**config.mk**
```make
export PLATFORM = sky130hd
export DESIGN_NAME = stopwatch_bcd_counter
export DESIGN_NICKNAME = d
export VERILOG_FILES = /design/src/rtl/stopwatch_bcd_counter.sv
export SDC_FILE = /design/constraint.sdc
export NUM_CORES = 1
export LEC_CHECK = 0
export BUFFER_PORTS_ARGS = -buffer_cell sky130_fd_sc_hd__buf_2
export CAP_MARGIN = 20
export CORE_MARGIN = 5
export CORE_UTILIZATION = 50
export CTS_BUF_LIST = sky130_fd_sc_hd__clkbuf_4 sky130_fd_sc_hd__clkbuf_8
export DETAILED_ROUTE_END_ITERATION = 10
export PLACE_DENSITY = 0.81
export SLEW_MARGIN = 20
export SYNTH_ARGS = -nofsm -noshare
export SYNTH_HDL_FRONTEND = slang
export SYNTH_SLANG_ARGS = --single-unit
export TNS_END_PERCENT = 20
```
**constraint.sdc**
```tcl
create_clock -name clk -period 4.4 [get_ports clk]
set_clock_uncertainty 0.1 [all_clocks]
set_input_delay 0.88 -clock clk [delete_from_list [all_inputs] [get_ports clk]]
set_output_delay 0.88 -clock clk [all_outputs]
set_load 0.02 [all_outputs]
```
**src/rtl/stopwatch_bcd_counter.sv**
```systemverilog
// MM:SS BCD stopwatch counter (00:00..99:59) with lap-freeze display and sticky overflow.
// Counts rising edges of the upstream-gated 1 Hz pulse; outputs feed the 7-segment mux.
`timescale 1ns/1ps
module stopwatch_bcd_counter #(
    parameter int SATURATE = 0
) (
    input  logic       clk,
    input  logic       rst,
    input  logic       pulse_1HZ,
    input  logic       clear,
    input  logic       lap,
    output logic [3:0] sec_ones,
    output logic [3:0] sec_tens,
    output logic [3:0] min_ones,
    output logic [3:0] min_tens,
    output logic       frozen,
    output logic       overflow
);

    typedef enum logic {LIVE = 1'b0, FROZEN = 1'b1} state_t;

    state_t     r_state;
    logic       r_pulse_d;
    logic       r_lap_d;
    logic       r_overflow;
    logic [3:0] r_sec_ones, r_sec_tens, r_min_ones, r_min_tens;
    logic [3:0] r_snap_sec_ones, r_snap_sec_tens, r_snap_min_ones, r_snap_min_tens;

    logic w_inc;
    logic w_lap_edge;
    logic w_terminal;

    assign w_inc      = pulse_1HZ & ~r_pulse_d;
    assign w_lap_edge = lap & ~r_lap_d;
    assign w_terminal = (r_min_tens == 4'd9) && (r_min_ones == 4'd9) &&
                        (r_sec_tens == 4'd5) && (r_sec_ones == 4'd9);

    // Edge registers sample every cycle, even during clear, so a held level never re-counts.
    always_ff @(posedge clk or negedge rst) begin
        if (!rst) begin
            r_pulse_d <= 1'b0;
            r_lap_d   <= 1'b0;
        end else begin
            r_pulse_d <= pulse_1HZ;
            r_lap_d   <= lap;
        end
    end

    always_ff @(posedge clk or negedge rst) begin
        if (!rst) begin
            r_sec_ones <= 4'd0;
            r_sec_tens <= 4'd0;
            r_min_ones <= 4'd0;
            r_min_tens <= 4'd0;
            r_overflow <= 1'b0;
        end else if (clear) begin
            r_sec_ones <= 4'd0;
            r_sec_tens <= 4'd0;
            r_min_ones <= 4'd0;
            r_min_tens <= 4'd0;
            r_overflow <= 1'b0;
        end else if (w_inc) begin
            if (w_terminal) begin
                r_overflow <= 1'b1;
                if (SATURATE == 0) begin
                    r_sec_ones <= 4'd0;
                    r_sec_tens <= 4'd0;
                    r_min_ones <= 4'd0;
                    r_min_tens <= 4'd0;
                end
            end else if (r_sec_ones != 4'd9) begin
                r_sec_ones <= r_sec_ones + 4'd1;
            end else begin
                r_sec_ones <= 4'd0;
                if (r_sec_tens != 4'd5) begin
                    r_sec_tens <= r_sec_tens + 4'd1;
                end else begin
                    r_sec_tens <= 4'd0;
                    if (r_min_ones != 4'd9) begin
                        r_min_ones <= r_min_ones + 4'd1;
                    end else begin
                        r_min_ones <= 4'd0;
                        r_min_tens <= r_min_tens + 4'd1;
                    end
                end
            end
        end
    end

    // Snapshot takes the pre-increment count when a lap edge and an increment coincide.
    always_ff @(posedge clk or negedge rst) begin
        if (!rst) begin
            r_state         <= LIVE;
            r_snap_sec_ones <= 4'd0;
            r_snap_sec_tens <= 4'd0;
            r_snap_min_ones <= 4'd0;
            r_snap_min_tens <= 4'd0;
        end else if (clear) begin
            r_state         <= LIVE;
            r_snap_sec_ones <= 4'd0;
            r_snap_sec_tens <= 4'd0;
            r_snap_min_ones <= 4'd0;
            r_snap_min_tens <= 4'd0;
        end else if (w_lap_edge) begin
            case (r_state)
                LIVE: begin
                    r_state         <= FROZEN;
                    r_snap_sec_ones <= r_sec_ones;
                    r_snap_sec_tens <= r_sec_tens;
                    r_snap_min_ones <= r_min_ones;
                    r_snap_min_tens <= r_min_tens;
                end
                default: r_state <= LIVE;
            endcase
        end
    end

    assign frozen   = (r_state == FROZEN);
    assign overflow = r_overflow;
    assign sec_ones = frozen ? r_snap_sec_ones : r_sec_ones;
    assign sec_tens = frozen ? r_snap_sec_tens : r_sec_tens;
    assign min_ones = frozen ? r_snap_min_ones : r_min_ones;
    assign min_tens = frozen ? r_snap_min_tens : r_min_tens;

endmodule

```
==> run summary <==
Max-Cap Viols: 0
Overflow left after global routing: 0
Final Hold Fails: 0
Final Setup Violations: 0
Largest family of logic cells by synthesized area: multiplexers
CP Data Required Time: 3.42 ns
Outcome: complete, no violations
Leak: 1.04 nW
#FFs+latches synth: 36
Area grow syn2layout: 12.1%
Fill cells: 295
TritonRoute pass-1 iters: 4
RSZ-0062 raised after global routing: no
Via count: 1320
Most used DFF post-synth: dfrtp_1
Tmin final: 2.74 ns
CTS H-tree lvls: 2
First-pass GRT wire length: 6280 um
Die ar.: 5130 um2
Area of the multi-input gates: 918 um2
DPL Wire Length: 2280 um
Wire per inst: 14.0 um
Residual DRC: 0
Worst slew pin tran: 0.822 ns
CP cell instances: mux2_2 > buf_2
Post-synthesis simple-gate area fraction: 17.7%
Max stage delay on crit path: 0.88 ns
Mapped Nets: 196
Worst-path clk slew: 0.08 ns
Crit path max fanout: 23
Endpoint type of the worst setup path: output port
Number of diodes: 0
CTS Hold Bufs: 0
Routability cong.: 0.771
Max Slew Vio Count: 0
Worst Setup Start Kind: flop
Die W: 71.6 um
Iter 0 DRT Violations: 58
Sequential area share after synthesis: 47.5%
Total track usage: 15.4%
Root buf cell: clkbuf_8
CTS buffer count: 5
F_max: 365 MHz
CTS sink cnt: 36
Ys Warns: 0
Sequential cell area: 901 um2
XOR/XNOR Fraction of Synth Area: 1.39%
HP Class: flop to flop
Routed WL: 3520 um
Number of flops mapped to enable cells by yosys: 0
Post-route setup TNS: 0 ns
DIE HEIGHT: 71.6 um
Number of global-route vias before repair: 1375
Critical Path AT: 1.76 ns
Ports: 23
Gate Count Post-Synth: 185
Mapped cell area: 1900 um2
Post-synthesis mux area share: 18.1%
Post_cts resized: 0
Initial Util: 51.8%
Post-CTS Setup Repair Bufs: 0
CTS tree: built
Core area: 3660 um2
Clk buf depth: 2
Layout cells sized above 1: 21.6%
Row count: 22
Via/cell ratio: 5.24
Pwr Density: 313 nW/um2
Max stage delay cell, worst path: dfrtp_1
Syn Area/Cell: 10.3 um2
Largest net degree at the start of global routing: 37
Synth Area in Adders: 3.96%
IO buf count: 22
Top Family by Delay on Critical Path: flip-flops
Cell count after placement: 244
Final Non-Filler Cells: 252
Async set-reset flop share out of synthesis: 100%
Slew headroom: 45.2%
Post-synthesis cell type count: 29
Initial antenna violation count: 0
Fraction of the mapped netlist area in compound gates: 6.86%
Peak supply drop: 0.233 mV
Final period utilization: 62.3%
Crit Path Class: flop to output port
Crit path buf inv count: 1
Count of nets after finishing: 214
Final ANT Viol Nets: 0
Clock Latency Late Sink: 0.29 ns
## synthesized netlist by cell type (2+ instances only)
library cell	n	area, um2
dfrtp_1	36	901
nor2_1	29	109
mux2i_1	22	220
nand2_1	13	48.8
a21oi_1	11	55.1
mux2_2	11	124
o21ai_0	10	50.1
inv_1	7	26.3
ha_1	6	75.1
clkbuf_1	5	18.8
or3_1	5	31.3
nand3_1	4	20.0
nor2b_1	4	25.0
xnor2_1	3	26.3
a211o_1	2	17.5
and3b_1	2	17.5
buf_2	2	10.0
nand4b_1	2	17.5
## per-layer routing
metal | vias to the layer above | GRT usage (%) | routed length (um)
met1 | 635 | 19.3 | 1640
met5 | - | 0 | 0
met4 | 0 | 3.76 | 40
met3 | 6 | 4.63 | 145
met2 | 17 | 26.1 | 1690
li1 | 662 | - | -
## tightest hold or removal path: stages, from the launching register on
cell and delay [ns]:
dfrtp_1 0.38, inv_1 0.05, a21oi_1 0.05
## layout by cell type, fill, tap and decap left out, types with 2 or more instances in the layout
cell type   n
o21ai_0    10
ha_1        6
nand2_1    13
nand4b_1    2
xnor2_1     3
and3b_1     2
clkbuf_8    5
dfrtp_1    36
a211o_1     2
a21oi_1    11
inv_1       7
nand3_1     4
nor2_1     29
or3_1       5
buf_2      22
nor2b_1     3
mux2_2     11
mux2i_1    22
## power breakdown
part / leakage, nW / internal (mW) / switching [mW] / total [mW]
Sequential: 0.497 / 0.334 / 0.00821 / 0.342
Clock: 0.0541 / 0.168 / 0.122 / 0.289
Combinational: 0.488 / 0.0128 / 0.0223 / 0.0351
Total: 1.04 / 0.514 / 0.152 / 0.666
## kinds of logic (layout without fill, tap and decap cells)
logic type,after synthesis,after routing
AO/OA/AOI/OAI,24,24
XOR/XNOR,3,3
adder cells (fa/ha/maj),6,6
buffers and inverters,18,37
flip-flops,36,36
multiplexers,33,33
AND/OR/NAND/NOR,65,65
## cell type report
| type | instances | share of cell area, % |
|---|---|---|
| multi-input combinational | 131 | 43.2 |
| sequential | 36 | 42.4 |
| timing repair buffer | 22 | 5.18 |
| clock buffer | 5 | 3.24 |
| clock inverter | 3 | 2.00 |
| tap | 48 | 2.82 |
| inverter | 7 | 1.24 |
## registers in the layout (all words and copies together), names as in the netlist, 4 cells and up
signal / cells
r_snap_min_ones: 4
r_snap_min_tens: 4
r_snap_sec_tens: 4
r_snap_sec_ones: 4
r_sec_tens: 4
r_sec_ones: 4
r_min_ones: 4
r_min_tens: 4
## stage by stage
step                utilization [%]  power [mW]  instance area (um2)  hold WS [ns]  setup WS [ns]
floorplan                         -       0.370                 1900         0.380           2.12
finish                         58.1       0.666                 2130         0.410           1.66
global placement               54.9       0.384                 2010         0.394           1.84
detailed placement             54.9       0.384                 2010         0.406           1.76
global route                   58.1       0.695                 2130         0.454           1.52
CTS                            58.0       0.674                 2120         0.417           1.63
## path summary, 6_finish.rpt
check	start	endpoint	slack, ns	cells past startpoint
min in group asynchronous	rst	r_snap_sec_tens[0]	0.57	1
min	overflow	overflow	0.41	2
max reg2reg	r_sec_tens[1]	r_min_tens[2]	2.33	6
min reg2reg	overflow	overflow	0.41	2
max	frozen	min_tens[0]	1.66	2
max in group asynchronous	rst	r_min_ones[1]	3.13	1
No activity file was read; power rests on OpenSTA's default activity.
